### src/rtl/periph_bus_timeout_bridge.sv
// periph_bus_timeout_bridge: single-outstanding OBI bridge that answers upstream with an error word when the peripheral stalls
package periph_bus_timeout_bridge_pkg;
  typedef struct packed {
    logic        req;
    logic        we;
    logic [3:0]  be;
    logic [31:0] addr;
    logic [31:0] wdata;
  } obi_req_t;
  typedef struct packed {
    logic        gnt;
    logic        rvalid;
    logic [31:0] rdata;
  } obi_resp_t;
endpackage

module periph_bus_timeout_bridge
  import periph_bus_timeout_bridge_pkg::*;
#(
  parameter int unsigned TIMEOUT_CYCLES = 1024,
  parameter logic [31:0] ERR_RDATA      = 32'hBADC_AB1E
) (
  input  logic        clk_i,
  input  logic        rst_ni,
  input  obi_req_t    slave_req_i,
  output obi_resp_t   slave_resp_o,
  output obi_req_t    master_req_o,
  input  obi_resp_t   master_resp_i,
  input  logic        clear_i,
  output logic        timeout_o,
  output logic        timeout_irq_o,
  output logic [31:0] timeout_addr_o
);
  typedef enum logic [2:0] {IDLE, REQ, RSP, TERR, DRAIN} state_t;
  localparam logic [15:0] LAST = 16'(TIMEOUT_CYCLES - 1);
  state_t      state;
  logic [15:0] cnt;
  logic        granted;
  logic        we;
  logic [3:0]  be;
  logic [31:0] addr;
  logic [31:0] wdata;
  logic        rsp_valid;
  logic [31:0] rsp_data;
  logic        up_gnt;
  logic        expired;
  logic        to_terr;
  // the response cycle blocks a new grant so the next transaction starts no earlier than T4
  assign up_gnt  = rst_ni && state == IDLE && !rsp_valid && slave_req_i.req;
  assign expired = cnt == LAST;
  assign to_terr = expired && (state == REQ || (state == RSP && !master_resp_i.rvalid));
  assign slave_resp_o.gnt    = up_gnt;
  assign slave_resp_o.rvalid = rsp_valid;
  assign slave_resp_o.rdata  = rsp_data;
  // a request that timed out before its gnt must stay asserted until the peripheral takes it
  assign master_req_o.req   = state == REQ || ((state == TERR || state == DRAIN) && !granted);
  assign master_req_o.we    = we;
  assign master_req_o.be    = be;
  assign master_req_o.addr  = addr;
  assign master_req_o.wdata = wdata;
  always_ff @(posedge clk_i or negedge rst_ni) begin
    if (!rst_ni) begin
      state          <= IDLE;
      cnt            <= '0;
      granted        <= 1'b0;
      we             <= 1'b0;
      be             <= '0;
      addr           <= '0;
      wdata          <= '0;
      rsp_valid      <= 1'b0;
      rsp_data       <= '0;
      timeout_o      <= 1'b0;
      timeout_irq_o  <= 1'b0;
      timeout_addr_o <= '0;
    end else begin
      rsp_valid     <= 1'b0;
      rsp_data      <= '0;
      timeout_irq_o <= 1'b0;
      if (clear_i) timeout_o <= 1'b0;
      case (state)
        IDLE: if (up_gnt) begin
          state   <= REQ;
          cnt     <= '0;
          granted <= 1'b0;
          we      <= slave_req_i.we;
          be      <= slave_req_i.be;
          addr    <= slave_req_i.addr;
          wdata   <= slave_req_i.wdata;
        end
        REQ: begin
          cnt <= cnt + 16'd1;
          if (!expired && master_resp_i.gnt) begin
            granted <= 1'b1;
            state   <= RSP;
          end
        end
        RSP: begin
          cnt <= cnt + 16'd1;
          if (master_resp_i.rvalid) begin
            state     <= IDLE;
            rsp_valid <= 1'b1;
            rsp_data  <= master_resp_i.rdata;
          end
        end
        TERR: begin
          granted <= granted | master_resp_i.gnt;
          state   <= master_resp_i.rvalid ? IDLE : DRAIN;
        end
        DRAIN: if (!granted) granted <= master_resp_i.gnt;
               else if (master_resp_i.rvalid) state <= IDLE;
        default: state <= IDLE;
      endcase
      if (to_terr) begin
        state          <= TERR;
        granted        <= granted | master_resp_i.gnt;
        rsp_valid      <= 1'b1;
        rsp_data       <= ERR_RDATA;
        timeout_irq_o  <= 1'b1;
        timeout_o      <= 1'b1;
        timeout_addr_o <= addr;
      end
    end
  end
endmodule

### config.mk
export PLATFORM = sky130hd
export DESIGN_NAME = periph_bus_timeout_bridge
export DESIGN_NICKNAME = d
export VERILOG_FILES = /design/src/rtl/periph_bus_timeout_bridge.sv
export SDC_FILE = /design/constraint.sdc
export NUM_CORES = 1
export LEC_CHECK = 0
export ABC_AREA = 1
export BUFFER_PORTS_ARGS = -buffer_cell sky130_fd_sc_hd__buf_2
export CAP_MARGIN = 0
export CORE_AREA = 2 2 108 130
export DETAILED_ROUTE_END_ITERATION = 10
export DIE_AREA = 0 0 110 132
export HOLD_SLACK_MARGIN = 0.12
export PLACE_DENSITY = 0.82
export SLEW_MARGIN = 25
export SYNTH_ARGS = -nofsm -noshare
export SYNTH_HDL_FRONTEND = slang
export SYNTH_SLANG_ARGS = --single-unit
### constraint.sdc
create_clock -name clk_i -period 1.95 [get_ports clk_i]
set_clock_uncertainty 0.1 [all_clocks]
set_input_delay 0 -clock clk_i [delete_from_list [all_inputs] [get_ports clk_i]]
set_output_delay 0 -clock clk_i [all_outputs]
set_load 0.1 [all_outputs]
==> results.json <==
{
  "clk_pin_slew_ps": 70,
  "track_usage_pct": 25.9,
  "fin_cells": 1227,
  "num-fill-cells": 876,
  "htree_levels": 4,
  "critPathLaunch": "state[1]",
  "gp_congestion": 0.866,
  "crit_required_ps": 1850,
  "synth_nets": 793,
  "synthCells": 685,
  "synth.yosys.warnings": 0,
  "die_y_um": 132,
  "syn_area_um2": 6370,
  "hold_path.class": "in -> async",
  "synth.top_cells.by_area": "dfrtp_1, nand2_1, inv_1",
  "cts_tree": "yes",
  "critPathBufInv": 1,
  "crit_path_max_incr_delay_ps": 480,
  "worst_slew_pin_slew_ps": 859,
  "max_slew_margin_pct": 42.7,
  "cp_cell_sequence": "o21ai_0, nand3_1, nand2_1, buf_2",
  "viasPerCell": 4.98,
  "core_area_um2": 13200,
  "worstPathMaxFanout": 8,
  "grt_pass1_wl_um": 29500,
  "drive_above_1_share_pct": 30.3,
  "multiInputGateArea_um2": 2040,
  "antenna_found_initial": 1,
  "ant_nets": 0,
  "finalNetCount": 1153,
  "area_growth_syn_to_layout_pct": 49.7,
  "dp.cells": 1073,
  "irDropWorstVdd_mv": 1.69,
  "via_count": 6112,
  "yosys.area.top_type": "dfrtp_1",
  "clock_latency_ps": 420,
  "first_pass_iters": 5,
  "io_pins": 245,
  "worstSetupPathType": "reg -> out",
  "die_w_um": 110,
  "rsz0062_at_grt": "yes",
  "cts_buffers": 17,
  "fin_crit_sh_pct": 95.5,
  "synth_top_area_share_pct": 61.3,
  "drv_cap": 0,
  "seqCellArea_um2": 3910,
  "synth_cell_types": 35,
  "setup_viol": 0,
  "drt_wl_total_um": 18500,
  "crit_path_end_kind": "output pin",
  "critPathSlowestCell": "dfrtp_2",
  "crit_family": "flip-flops",
  "root_buffer": "clkbuf_16",
  "initialDrtViolationCount": 486,
  "tns_ps": 0,
  "ys_ff_latch": 156,
  "dp_hpwl_um": 10800,
  "final_hold_viol_count": 0,
  "seq_area_frac_synth_pct": 61.3,
  "maxSlewViolCount": 0,
  "port_buffers": 244,
  "hold_ws_ps": 120,
  "async_reset_ff_share_pct": 100,
  "status": "complete, no violations",
  "wl_per_cell_um": 15.1,
  "synth_edf_count": 0,
  "overflow": 0,
  "drc": 0,
  "avgSynthCellArea_um2": 9.30,
  "ys.flop_type": "dfrtp_1",
  "r2r_start": "state[0]",
  "start_kind": "flip-flop",
  "cts_sinks": 156,
  "initial_core_util_pct": 48.3,
  "p_leak_uw": 0.00509,
  "cp.arrival_ps": 1760,
  "rows": 46,
  "grt_pass1_vias": 6193,
  "clockBufferDepth": 2,
  "period_needed_ps": 1860,
  "grt_start_max_net_pins": 157,
  "power.density_nw_per_um2": 1740,
  "max_freq_ghz": 0.537,
  "die-area_um2": 14500
}
worst reg2reg max path, cell delays in order (launching register included):
cell and delay (ps):
dfrtp_1 460, inv_2 80, nor2_2 40, nand2_2 150, nand2_1 190, nand3_2 230, clkinvlp_4 250, o21a_1 220
report_power, final:
part	switching [uW]	internal, uW	total, uW
combinational	7380	1390	8780
clock	1410	1720	3140
sequential	569	4090	4660
total	9370	7210	16600
cells in the mapped netlist (all sizes together), types with 2 or more instances:
cell type / number
a31oi: 2
a21oi: 2
nor2: 42
clkbuf: 9
dfrtp: 156
buf: 25
o21ai: 77
nor3: 4
o22ai: 3
nand3: 22
o21a: 20
nand2: 245
nand4: 5
inv: 61
xor2: 6
through the flow:
step	setup WS [ps]	util [%]	area, um2	power [uW]
floorplan	323	-	6370	11600
global route	-2.08	72.4	9540	17300
CTS	-7.75	72.0	9490	16500
detailed placement	-8.25	58.5	7710	13100
finish	87.4	72.4	9540	16600
global placement	43.9	58.5	7710	13000
cell usage in the layout (no fill, tap or decap), drive strengths merged, types with 4 or more instances in the layout:
cell,count
buf,254
clkbuf,19
clkinvlp,4
dfrtp,156
dlygate4sd3,119
inv,69
nand2,245
nand3,22
nand4,5
nor2,42
nor3,4
o21a,20
o21ai,77
xor2,6
final cells by class:
class,count,share of cell area [%]
Antenna cell,1,0.0262
Timing Repair inverter,2,0.157
Tap cell,168,2.20
Inverter,61,2.44
Multi-Input combinational cell,434,21.4
Timing Repair Buffer,373,26.9
Sequential cell,156,40.9
Clock buffer,19,4.64
Clock inverter,13,1.27
final timing paths:
kind | endpoint | slack (ps) | cells after the start
worst max register to register | rsp_data[31] | 130 | 7
max in group asynchronous | wdata[29] | 950 | 3
min in group clk_i | wdata[15] | 210 | 4
worst max-delay path | master_req_o[69] | 90 | 4
worst min-delay path | rsp_data[25] | 120 | 3
worst min register to register | wdata[8] | 380 | 2
state kept, by name, summed over array words and instances, names as in the netlist, 3 cells and up:
register	flops
addr	32
rsp_data	32
timeout_addr_o	32
wdata	32
cnt	16
be	4
state	3
timing repair:
action	CTS	global route
hold buffers	119	0
hold endpoints to repair	267	0
setup endpoints to repair	20	37
buffers inserted	0	0
resized for setup	5	11
cloned	0	2
pin swaps	0	1
metal layers:
| metal | track usage [%] | up-vias | wire (um) |
|---|---|---|---|
| li1 | - | 2875 | - |
| met1 | 30.3 | 2904 | 7070 |
| met2 | 44.1 | 273 | 9450 |
| met3 | 5.73 | 60 | 1200 |
| met4 | 12.4 | 0 | 765 |
| met5 | 0 | - | 0 |
logic make-up after synthesis:
| logic type | Yosys count | share of synthesized area [%] |
|---|---|---|
| AO/OA/AOI/OAI | 107 | 10.3 |
| XOR/XNOR | 7 | 0.963 |
| adder cells (fa/ha/maj) | 1 | 0.196 |
| buffers and inverters | 95 | 7.17 |
| flip-flops | 156 | 61.3 |
| AND/OR/NAND/NOR | 319 | 20.1 |
Power figures use the tool's default switching activity.
